===== config.mk =====
export PLATFORM = sky130hd
export DESIGN_NAME = console_write_ctrl_flat
export DESIGN_NICKNAME = d
export VERILOG_FILES = /design/src/rtl/console_pkg.sv /design/src/rtl/console_write_ctrl_if.sv /design/src/rtl/console_clear_seq.sv /design/src/rtl/console_write_ctrl.sv /design/src/flat_wrapper.sv
export SDC_FILE = /design/constraint.sdc
export NUM_CORES = 1
export LEC_CHECK = 0
export CAP_MARGIN = 20
export CORE_MARGIN = 10
export CORE_UTILIZATION = 30
export CTS_CLUSTER_SIZE = 20
export DETAILED_ROUTE_END_ITERATION = 16
export MAX_ROUTING_LAYER = met4
export SLEW_MARGIN = 10
export SYNTH_ARGS = -nofsm -noshare
export SYNTH_HDL_FRONTEND = slang
export SYNTH_SLANG_ARGS = --single-unit

===== constraint.sdc =====
create_clock -name clk -period 5.55 [get_ports clk]
set_clock_uncertainty 0.2 [all_clocks]
set_input_delay 1.11 -clock clk [delete_from_list [all_inputs] [get_ports clk]]
set_output_delay 1.11 -clock clk [all_outputs]
set_load 0.1 [all_outputs]

===== src/rtl/console_pkg.sv =====
// Shared constants and state encoding for the text-console character-RAM write path.
package console_pkg;

    localparam int COLS_DEFAULT   = 80;
    localparam int ROWS_DEFAULT   = 60;
    localparam int ADDR_W_DEFAULT = 13;

    localparam logic [7:0] CH_BS      = 8'h08;
    localparam logic [7:0] CH_LF      = 8'h0A;
    localparam logic [7:0] CH_FF      = 8'h0C;
    localparam logic [7:0] CH_CR      = 8'h0D;
    localparam logic [7:0] CH_DEL     = 8'h7F;
    localparam logic [7:0] BLANK_CHAR = 8'h20;

    typedef enum logic [1:0] {
        IDLE,
        CLR_LINE,
        CLR_ALL
    } state_t;

    // 0x7F is neither printable nor a recognised control code, so it is dropped.
    function automatic logic is_printable(input logic [7:0] c);
        return (c >= 8'h20) && (c != CH_DEL);
    endfunction

endpackage


===== src/rtl/console_write_ctrl_if.sv =====
// Byte-stream input handshake and character-RAM write port of the console write controller.
interface console_write_ctrl_if #(
    parameter int ADDR_W = 13
);

    logic [7:0]        in_data;
    logic              in_valid;
    logic              in_ready;
    logic              wr_en;
    logic [ADDR_W-1:0] wr_addr;
    logic [7:0]        wr_data;

    modport master (
        input  in_data, in_valid,
        output in_ready, wr_en, wr_addr, wr_data
    );

    modport slave (
        output in_data, in_valid,
        input  in_ready, wr_en, wr_addr, wr_data
    );

endinterface


===== src/rtl/console_clear_seq.sv =====
// Address sequencer for blank-fill sweeps; a start issues the first address in the same cycle.
module console_clear_seq #(
    parameter int ADDR_W    = 13,
    parameter int LEN_W     = 14,
    parameter int RESET_LEN = 4800
) (
    input  logic              clk,
    input  logic              rst,
    input  logic              start,
    input  logic [ADDR_W-1:0] base,
    input  logic [LEN_W-1:0]  len,
    output logic              issue,
    output logic [ADDR_W-1:0] addr,
    output logic              done
);

    logic              active;
    logic [LEN_W-1:0]  cnt;
    logic [LEN_W-1:0]  len_q;
    logic [ADDR_W-1:0] base_q;

    // NOTE: every output of an always_comb gets a value on every path so no latch is inferred.
    always_comb begin
        issue = start || (active && (cnt != len_q));
        addr  = start ? base : base_q + cnt[ADDR_W-1:0];
        done  = active && !start && (cnt == len_q);
    end

    // Reset leaves a full-screen sweep armed so the RAM is blanked after every reset.
    // NOTE: sequential state uses non-blocking assignments so all branches see pre-edge values.
    always_ff @(posedge clk or posedge rst) begin
        if (rst) begin
            active <= 1'b1;
            cnt    <= '0;
            len_q  <= LEN_W'(RESET_LEN);
            base_q <= '0;
        end else if (start) begin
            active <= 1'b1;
            base_q <= base;
            len_q  <= len;
            cnt    <= LEN_W'(1);
        end else if (active) begin
            if (cnt == len_q) active <= 1'b0;
            else              cnt    <= cnt + LEN_W'(1);
        end
    end

endmodule


===== src/rtl/console_write_ctrl.sv =====
// Single write master of the console character RAM: cursor, character writes, clears, scrolling.
module console_write_ctrl
    import console_pkg::*;
#(
    parameter int         COLS   = COLS_DEFAULT,
    parameter int         ROWS   = ROWS_DEFAULT,
    parameter int         ADDR_W = ADDR_W_DEFAULT,
    parameter logic [7:0] BLANK  = BLANK_CHAR
) (
    input  logic                 clk,
    input  logic                 rst,
    console_write_ctrl_if.master bus,
    output logic [ADDR_W-1:0]    top_base,
    output logic [6:0]           cursor_col,
    output logic [5:0]           cursor_row,
    output logic                 busy
);

    localparam int                SCREEN        = ROWS * COLS;
    localparam int                LEN_W         = ADDR_W + 1;
    localparam logic [ADDR_W-1:0] ROW_STEP      = ADDR_W'(COLS);
    localparam logic [ADDR_W-1:0] LAST_ROW_BASE = ADDR_W'((ROWS - 1) * COLS);
    localparam logic [6:0]        LAST_COL      = 7'(COLS - 1);
    localparam logic [5:0]        LAST_ROW      = 6'(ROWS - 1);

    state_t            state;
    logic [ADDR_W-1:0] row_base;
    logic              scroll_pend;

    logic              accept, printable, at_last_col, at_bottom, do_newline;
    logic [ADDR_W-1:0] row_base_nx, top_base_nx, cur_addr;
    logic              clr_start, clr_issue, clr_done;
    logic [ADDR_W-1:0] clr_base, clr_addr;
    logic [LEN_W-1:0]  clr_len;

    assign bus.in_ready = (state == IDLE) && !rst;
    assign busy         = (state != IDLE);

    always_comb begin
        accept      = bus.in_valid && (state == IDLE);
        printable   = is_printable(bus.in_data);
        at_last_col = (cursor_col == LAST_COL);
        at_bottom   = (cursor_row == LAST_ROW);
        row_base_nx = (row_base == LAST_ROW_BASE) ? '0 : row_base + ROW_STEP;
        top_base_nx = (top_base == LAST_ROW_BASE) ? '0 : top_base + ROW_STEP;
        cur_addr    = row_base + ADDR_W'(cursor_col);
        do_newline  = accept && ((bus.in_data == CH_LF) || (printable && at_last_col));
        clr_start   = 1'b0;
        clr_base    = '0;
        clr_len     = '0;
        // A wrapping printable occupies its own write cycle, so its line clear starts one cycle later.
        if (accept && (bus.in_data == CH_FF)) begin
            clr_start = 1'b1;
            clr_len   = LEN_W'(SCREEN);
        end else if (accept && (bus.in_data == CH_LF) && at_bottom) begin
            clr_start = 1'b1;
            clr_base  = row_base_nx;
            clr_len   = LEN_W'(COLS);
        end else if ((state == CLR_LINE) && scroll_pend) begin
            clr_start = 1'b1;
            clr_base  = row_base;
            clr_len   = LEN_W'(COLS);
        end
    end

    console_clear_seq #(
        .ADDR_W    (ADDR_W),
        .LEN_W     (LEN_W),
        .RESET_LEN (SCREEN)
    ) u_clear_seq (
        .clk   (clk),
        .rst   (rst),
        .start (clr_start),
        .base  (clr_base),
        .len   (clr_len),
        .issue (clr_issue),
        .addr  (clr_addr),
        .done  (clr_done)
    );

    always_ff @(posedge clk or posedge rst) begin
        if (rst) begin
            state       <= CLR_ALL;
            cursor_col  <= '0;
            cursor_row  <= '0;
            top_base    <= '0;
            row_base    <= '0;
            scroll_pend <= 1'b0;
            bus.wr_en   <= 1'b0;
            bus.wr_addr <= '0;
            bus.wr_data <= '0;
        end else begin
            bus.wr_en <= clr_issue;
            if (clr_issue) begin
                bus.wr_addr <= clr_addr;
                bus.wr_data <= BLANK;
            end
            if (clr_done) state <= IDLE;
            if ((state == CLR_LINE) && scroll_pend) begin
                scroll_pend <= 1'b0;
                top_base    <= top_base_nx;
            end

            if (accept) begin
                if (bus.in_data == CH_FF) begin
                    cursor_col <= '0;
                    cursor_row <= '0;
                    top_base   <= '0;
                    row_base   <= '0;
                    state      <= CLR_ALL;
                end else if (bus.in_data == CH_CR) begin
                    cursor_col <= '0;
                end else if (bus.in_data == CH_BS) begin
                    if (cursor_col != '0) begin
                        cursor_col  <= cursor_col - 7'd1;
                        bus.wr_en   <= 1'b1;
                        bus.wr_addr <= cur_addr - ADDR_W'(1);
                        bus.wr_data <= BLANK;
                    end
                end else if (printable) begin
                    bus.wr_en   <= 1'b1;
                    bus.wr_addr <= cur_addr;
                    bus.wr_data <= bus.in_data;
                    if (!at_last_col) cursor_col <= cursor_col + 7'd1;
                end

                if (do_newline) begin
                    cursor_col <= '0;
                    row_base   <= row_base_nx;
                    if (!at_bottom) begin
                        cursor_row <= cursor_row + 6'd1;
                    end else begin
                        state <= CLR_LINE;
                        if (printable) scroll_pend <= 1'b1;
                        else           top_base    <= top_base_nx;
                    end
                end
            end
        end
    end

endmodule

===== src/flat_wrapper.sv =====
// flat-port wrapper written by rule: the top's interface ports become plain ports
module console_write_ctrl_flat import console_pkg::*;
#(
    parameter int         COLS   = COLS_DEFAULT,
    parameter int         ROWS   = ROWS_DEFAULT,
    parameter int         ADDR_W = ADDR_W_DEFAULT,
    parameter logic [7:0] BLANK  = BLANK_CHAR
)
  (clk, rst, top_base, cursor_col, cursor_row, busy, bus_in_data, bus_in_valid, bus_in_ready, bus_wr_en, bus_wr_addr, bus_wr_data);
  console_write_ctrl_if #(.ADDR_W(ADDR_W)) bus_i ();
  input  logic clk;
  input  logic rst;
  output logic [ADDR_W-1:0] top_base;
  output logic [6:0] cursor_col;
  output logic [5:0] cursor_row;
  output logic busy;
  input wire logic [$bits(bus_i.in_data)-1:0] bus_in_data;
  input wire logic [$bits(bus_i.in_valid)-1:0] bus_in_valid;
  output wire logic [$bits(bus_i.in_ready)-1:0] bus_in_ready;
  output wire logic [$bits(bus_i.wr_en)-1:0] bus_wr_en;
  output wire logic [$bits(bus_i.wr_addr)-1:0] bus_wr_addr;
  output wire logic [$bits(bus_i.wr_data)-1:0] bus_wr_data;
  assign bus_i.in_data = bus_in_data;
  assign bus_i.in_valid = bus_in_valid;
  assign bus_in_ready = bus_i.in_ready;
  assign bus_wr_en = bus_i.wr_en;
  assign bus_wr_addr = bus_i.wr_addr;
  assign bus_wr_data = bus_i.wr_data;
  console_write_ctrl #(.COLS(COLS), .ROWS(ROWS), .ADDR_W(ADDR_W), .BLANK(BLANK)) u_core (.clk(clk), .rst(rst), .bus(bus_i), .top_base(top_base), .cursor_col(cursor_col), .cursor_row(cursor_row), .busy(busy));
endmodule

## Word-level counts from Yosys, hierarchy flattened

Index checks and enable logic that the tools add are counted.

- Flip-flop bits (word level): 106
- Bits in read-only memories: 0
- Output and inout port bits: 50
- Latch bits: 0
- Logic and storage cells: 129
- Memories kept: 0
- Input port bits: 11
- Memory bits (writable): 0

- Multiplexer cells: 66
- Multiply operators: 0
- Shift operators: 0
- Reduce and logical (&&, ||, !) cells: 25
- Equal/unequal tests: 15
- $add $sub $neg: 9
- Bitwise logic cells: 0
- Div/mod/pow operators: 0
- $lt $le $gt $ge: 1

Operator list:

| operator | number |
|---|---|
| $mux W13 | 21 |
| $mux W14 | 5 |
| $mux W7 | 8 |
| $mux W8 | 7 |
| $eq A8 B4 Y1 const B | 4 |
| $add A13 B7 Y13 const B | 2 |
| $eq A13 B13 Y1 const B | 2 |
| $mux W6 | 3 |
| $mux W1 | 17 |
| $add A14 B1 Y14 const B | 1 |
| $eq A14 B14 Y1 | 1 |
| $ne A14 B14 Y1 | 1 |
| $add A13 B13 Y13 | 1 |
| $add A13 B7 Y13 | 1 |
| $sub A13 B1 Y13 const B | 1 |
| $logic_and A1 B1 Y1 | 12 |
| $mux W2 | 5 |
| $ge A8 B6 Y1 const B | 1 |
| $ne A8 B7 Y1 const B | 1 |
| $add A7 B1 Y7 const B | 1 |
| $eq A7 B7 Y1 const B | 1 |
| $reduce_bool A7 Y1 | 1 |
| $sub A7 B1 Y7 const B | 1 |
| $add A6 B1 Y6 const B | 1 |
| 12 further kinds | 17 |

## Logic depth before layout (Yosys ltp)

Gate-level depths: netlist of run 1.

- Word-level depth: 14
- Mapped depth: 11
- Depth with buffers taken out: 10

## Modules after synthesis

From an unflattened synthesis of run 1, not the netlist that was laid out.

- Cell total of the unflattened synthesis: 753
- Area total of the unflattened synthesis: 7019.2 µm²

By module, submodules not included:

| module | sequential area each (µm²) | cells an instance | area an instance (µm²) | instances |
|---|---|---|---|---|
| console_write_ctrl | 1602.8 | 473 | 4261.6 | 1 |
| console_clear_seq | 1057.3 | 280 | 2757.6 | 1 |

## Least setup slack after synthesis of run 1

No wires, ideal clock.

- Path type: input to output
- Start point: input rst
- End point: output bus_in_ready
- Path slack: 1.877 ns
- Data required time: 4.240 ns
- Data arrival time: 2.363 ns
- Stages on the path: 1
- Path through: nor2_1

- Cells in the longest elaborated chain, start to end: 2

RTL lines:

| item | line | RTL |
|---|---|---|
| start: declaration | flat_wrapper.sv:12 | `input logic rst;` |
| $logic_not A1 Y1 | console_write_ctrl.sv:36 | `assign bus.in_ready = (state == IDLE) && !rst;` |
| $logic_and A1 B1 Y1 | console_write_ctrl.sv:36 |  |
| end: declaration | flat_wrapper.sv:19 | `output wire logic [$bits(bus_i.in_ready)-1:0] bus_in_ready;` |

Every way passes these cells.

## Final worst setup path of run 1

Same ends and word-level chain as after synthesis.

==> results of run 1 <==
## final timing paths
kind | end | from | cells past startpoint | slack (ns)
max | bus_in_ready | rst | 3 | 1.41
min | u_core.u_clear_seq.base_q[8] | u_core.u_clear_seq.base_q[8] | 1 | 0.28
max reg2reg | u_core.bus.wr_data[1] | u_core.u_clear_seq.cnt[1] | 8 | 2.18
min reg2reg | u_core.u_clear_seq.base_q[8] | u_core.u_clear_seq.base_q[8] | 1 | 0.28
max in group asynchronous | u_core.u_clear_seq.len_q[6] | rst | 4 | 3.32
min in group asynchronous | u_core.bus.wr_data[4] | rst | 2 | 0.85
## critical path, stage by stage
cell and delay [ns]:
clkdlybuf4s50_1 0.46, nor2_1 0.12, clkdlybuf4s50_1 1.14
## power groups by stage
stage               clock, W  combinational [W]  sequential (W)
global placement           0            0.00122        0.000936
detailed placement         0            0.00124        0.000934
CTS                 0.000627            0.00125        0.000921
global route        0.000654            0.00133        0.000935
finish              0.000610            0.00124        0.000919
floorplan                  0           0.000493         0.00134
## cells by family after synthesis
| group | count (synthesis) |
|---|---|
| adders and majority gates | 33 |
| AOI/OAI and AO/OA | 203 |
| and+or+nand+nor | 273 |
| muxes | 3 |
| xor gates and xnor gates | 49 |
| buffers and inverters | 49 |
| DFF | 95 |
## sequential cells by signal (all words and copies together), names as in the netlist
| signal | count |
|---|---|
| u_core.bus.wr_data | 8 |
| u_core.row_base | 13 |
| u_core.u_clear_seq.cnt | 14 |
| u_core.scroll_pend | 1 |
| u_core.bus.wr_addr | 13 |
| u_core.top_base | 13 |
| u_core.cursor_row | 6 |
| u_core.cursor_col | 7 |
| u_core.bus.wr_en | 1 |
| u_core.u_clear_seq.base_q | 13 |
| u_core.u_clear_seq.active | 1 |
| u_core.u_clear_seq.len_q | 3 |
| u_core.state | 2 |
## metrics by stage
step	util (%)	hold slack, ns	worst slack (ns)	std cells
floorplan	-	0.244	1.77	705
global placement	35.1	0.270	1.28	1017
detailed placement	35.1	0.274	1.23	1017
CTS	36.5	0.291	1.39	1033
global route	36.6	0.312	1.33	1034
finish	36.6	0.284	1.41	1034
## placed cells by master, fill, tap and decap left out, types with 22 or more instances in the layout
master / count
a21oi_1: 40
clkdlybuf4s50_1: 60
dfrtp_1: 91
ha_1: 30
inv_1: 22
nand2_1: 67
nand3_1: 29
nor2_1: 67
o21ai_0: 47
xnor2_1: 25
xor2_1: 24
## layer usage
layer  GRT usage (%)  vias up  wire [µm]
met4            3.70        0        298
li1                -     2731          -
met1            18.7     2675       8810
met3            2.74       23        938
met2            21.3      157       8320
met5               -        -          0
## final cells by class
class	instances	area, µm²	share of cell area [%]
multi-input cells	561	3700	49.4
flip-flops and latches	95	2380	31.9
repair buffers	69	688	9.20
well taps	270	338	4.52
clock buffers	11	243	3.25
inverters	23	88.8	1.19
clock inverters	5	41.3	0.552
==> summary.txt, run 1 <==
Flop pwr share: 33.2%
ys flop type: dfrtp_1
Avg Cell Area, Syn: 8.89 µm²
fin area: 0.00748 mm²
Peak VDD IR: 0.000310 V
dominant cells by area after synthesis: dfrtp_1 (36%), ha_1 (6.0%), nand2_1 (4.0%)
Vias per Instance: 5.40
wire length of the first global-routing pass: 29700 µm
Synth cell types: 71
die area: 0.0271 mm²
clk buf depth: 2
Die Ht: 165 µm
H-tree Lvls: 3
mux contribution to synthesized area: 0.519%
CTS root buffer: clkbuf_16
Combinational Power Share: 44.8%
share of post-route cells with drive strength above 1: 5.89%
register area share after synthesis: 38.0%
Post-synth EDFFs: 0
Setup crit end kind: output port
sum of negative setup slack: 0 ns
Port Buffers: 60
Crit path arrival time: 2.83 ns
Remaining Overflow, GRT: 0
ant diodes: 0
max cap viols: 0
Post-CTS Repair Setup Buffers: 0
Die W: 165 µm
number of global-route vias before repair: 5409
commonest cells in the synthesized netlist: dfrtp_1 (91), nand2_1 (67), nor2_1 (67)
area leader, netlist: dfrtp_1
Top Ports: 61
cell-internal power: 0.00147 W
worst hold path type: register to register
CP Class: input pin to output port
CP Data Required Time: 4.24 ns
fillers: 2120
Total Routed Length: 18400 µm
fmax: 241 MHz
Net Count, Synth: 749
XOR/XNOR Fraction of Synth Area: 6.84%
Finish-stage setup viols: 0
nets: 803
final slew viol count: 0
post-detail-place hpwl: 13500 µm
Adder-Cell Fraction of Synth Area: 6.94%
Worst Path Max Fanout: 2
PD cells: 370 mW/mm²
Lkg Pwr: 3.31 nW
Rows: 52
hold_buf cts: 0
largest family of logic cells by synthesized area: simple AND/OR/NAND/NOR gates
Tot Pwr: 0.00277 W
clock power share: 22.0%
Fin. Hold Viols: 0
simple logic cell fraction of the synthesized area: 22.5%
asr flop ratio synth: 100%
DR pass1 iterations: 5
clock-pin slew on the worst setup and hold paths: 0.07 ns
period utilisation layout: 74.6%
initial antenna violation count: 0
Mapped Cells: 705
Layout area overhead: 19.3%
Sw Share: 46.8%
clock sinks: 95
synthesis-stage register bit count: 95
Rel. slew slack: 32.1%
post-CTS resize count: 0
leading cell type by number of instances after synthesis: dfrtp_1
routability cong.: 0.899
Clock Latency Late Sink: 0.36 ns
Compound-Gate Fraction of Synth Area: 22.0%
Worst Tran Pin Value: 1.02 ns
Residual DRC: 0
Psw: 0.00130 W
Num CTS Buffers: 9
RSZ-0062 raised after global routing: no
largest net degree at the start of global routing: 77
Initial Util: 30.7%
GRT Overall Usage: 14.0%
fin crit period: 4.14 ns
YS warnings: 0
routed vias: 5586
post-route ant nets: 0
1st-iter DRT viols: 423
CP Launch Type: input pin
core area: 0.0204 mm²
post-synth top area share: 36.3%
Netlist Area Pre-Place: 0.00627 mm²
WL/cell: 17.8 µm
status: complete, no violations
placed instance area: 0.00717 mm²
CTS tree: yes
Power figures use the tool's default switching activity.
==> run 2, diff against run 1 <==
Clock period 5.55 ns to 4.1 ns, I/O delays scaled along.
==> run 2 against run 1 <==
Effect of this change:
- clock-buffer cell count shrank 1
- clock power is 54% higher
- design area rose by 1.4%
- sequential cell count did not move
- total power is 39% higher
- first-iteration DRC count grew 2.8%
==> summary.txt, run 2 (same netlist as run 1, synthesis figures left out) <==
Fin. Hold Viols: 0 (unchanged)
clock sinks: 95 (unchanged)
CTS tree: yes (unchanged)
GRT Overall Usage: 14.1% (was 14.0%)
Initial Util: 30.7% (unchanged)
Worst Path Max Fanout: 7 (was 2)
DR pass1 iterations: 5 (unchanged)
post-CTS resize count: 0 (unchanged)
Finish-stage setup viols: 0 (unchanged)
Setup crit end kind: register (was output port)
Lkg Pwr: 3.39 nW (was 3.31 nW)
Clock Latency Late Sink: 0.36 ns (about the same)
Port Buffers: 60 (unchanged)
Layout area overhead: 21.0% (was 19.3%)
post-detail-place hpwl: 13900 µm (was 13500 µm)
Crit path arrival time: 3.60 ns (was 2.83 ns)
RSZ-0062 raised after global routing: no (unchanged)
Rel. slew slack: 32.3% (was 32.1%)
commonest non-fill, non-tap cell in the layout: dfrtp_1 (unchanged)
H-tree Lvls: 3 (unchanged)
crit path to: u_core.cursor_col[6] (was bus_in_ready)
wire length of the first global-routing pass: 29600 µm (was 29700 µm)
Residual DRC: 0 (unchanged)
clock-pin slew on the worst setup and hold paths: 0.07 ns (about the same)
critical path startpoint: bus_in_data[7] (was rst)
sum of negative setup slack: 0 ns (unchanged)
Num CTS Buffers: 9 (unchanged)
ant diodes: 0 (unchanged)
Die Ht: 165 µm (unchanged)
CP Data Required Time: 4.19 ns (was 4.24 ns)
reg-to-reg endpoint: u_core.bus.wr_addr[10] (was u_core.bus.wr_data[1])
Peak VDD IR: 0.000354 V (was 0.000310 V)
routability cong.: 0.873 (was 0.899)
most frequent cells in the layout: dfrtp_1 (91), nand2_1 (67), nor2_1 (67) (unchanged)
initial antenna violation count: 0 (unchanged)
Top Ports: 61 (unchanged)
PD cells: 509 mW/mm² (was 370 mW/mm²)
core area: 0.0204 mm² (unchanged)
share of post-route cells with drive strength above 1: 7.49% (was 5.89%)
Post-CTS Repair Setup Buffers: 0 (unchanged)
number of global-route vias before repair: 5333 (was 5409)
Register-to-Register Setup Slack: 0.78 ns (was 2.18 ns)
worst hold path type: register to register (unchanged)
Remaining Overflow, GRT: 0 (unchanged)
final slew viol count: 0 (unchanged)
Biggest register: u_core.u_clear_seq.cnt (unchanged)
CTS root buffer: clkbuf_16 (unchanged)
nets: 813 (was 803)
Rows: 52 (unchanged)
fmax: 285 MHz
r2r startpoint: u_core.cursor_col[0] (was u_core.u_clear_seq.cnt[1])
die area: 0.0271 mm² (unchanged)
max cap viols: 0 (unchanged)
CP Class: input pin to register (was input pin to output port)
clk buf depth: 2 (unchanged)
hold_buf cts: 0 (unchanged)
Total Routed Length: 18300 µm (was 18400 µm)
final setup margin: 0.590 ns (was 1.41 ns)
CP Launch Type: input pin (unchanged)
Worst Tran Pin Value: 1.01 ns (was 1.02 ns)
WL/cell: 17.5 µm (was 17.8 µm)
post-route ant nets: 0 (unchanged)
R2R depth: 9 (was 8)
worst slack, placed: 0.220 ns (was 1.23 ns)
largest net degree at the start of global routing: 49 (was 77)
max reg flops: 14 (unchanged)
fin crit period: 3.51 ns
Die W: 165 µm (unchanged)
1st-iter DRT viols: 435 (was 423)
period utilisation layout: 85.6%
Vias per Instance: 5.34 (was 5.40)
status: complete, no violations (unchanged)
routed vias: 5570 (was 5586)
Tot Pwr: 0.00386 W (was 0.00277 W)
fillers: 2174 (was 2120)
==> run 2: cell types whose count changed in the layout (fill, tap and decap cells not counted) <==
cell and change:
buf_4 +12, bufinv_16 +2, clkdlybuf4s50_1 -2, buf_12 +1
buf_16 -1, clkbuf_1 -1, clkinv_4 -1, inv_6 +1
inv_8 -1
==> run 2: layout make-up <==
type                    instances  area, µm²  area share, %
clock buffers                  10        239           3.15
well taps                     270        338           4.45
repair buffers                 79        751           9.89
multi-input cells             561       3700           48.7
clock inverters                 6       90.1           1.19
inverters                      23       88.8           1.17
flip-flops and latches         95       2380           31.4
==> run 2: layer usage <==
metal	share of wire, %	vias to the layer above	global-route usage, %
li1	-	2736	-
met1	49	2711	19.0
met2	46	112	21.3
met3	3.5	11	2.46
met4	1.3	0	3.70
met5	0	-	-
==> run 2: worst min path at each step <==
stage	cells past startpoint	startpoint	endpoint
after floorplan	2	u_core.u_clear_seq.len_q[9]	u_core.u_clear_seq.len_q[9]
after global placement	2	u_core.u_clear_seq.base_q[2]	u_core.u_clear_seq.base_q[2]
after detailed placement	2	u_core.u_clear_seq.base_q[2]	u_core.u_clear_seq.base_q[2]
after CTS	2	u_core.u_clear_seq.base_q[2]	u_core.u_clear_seq.base_q[2]
after global routing	1	u_core.u_clear_seq.base_q[4]	u_core.u_clear_seq.base_q[4]
final	2	u_core.u_clear_seq.base_q[2]	u_core.u_clear_seq.base_q[2]
==> run 2: where the power goes <==
group          switching (W)  internal (W)
clock               0.000385      0.000555
combinational        0.00119      0.000489
sequential          0.000163       0.00108
==> run 2: through the flow <==
step	cell area [µm²]	hold slack, ns	util [%]	instances
floorplan	6270	0.244	-	705
global route	7590	0.309	37.1	1044
finish	7590	0.278	37.1	1044
detailed placement	7260	0.269	35.5	1028
CTS	7590	0.284	37.1	1044
global placement	7260	0.263	35.5	1028
==> run 2: worst max-delay path, stage by stage <==
cell and delay [ns]:
clkdlybuf4s50_1 0.54, nor4_2 0.38, and3_1 0.40, ha_1 0.32, a21o_1 0.18, a21oi_1 0.21, o21bai_1 0.10, a21oi_1 0.18
xor2_1 0.21, a31oi_1 0.11, o2bb2ai_1 0.16
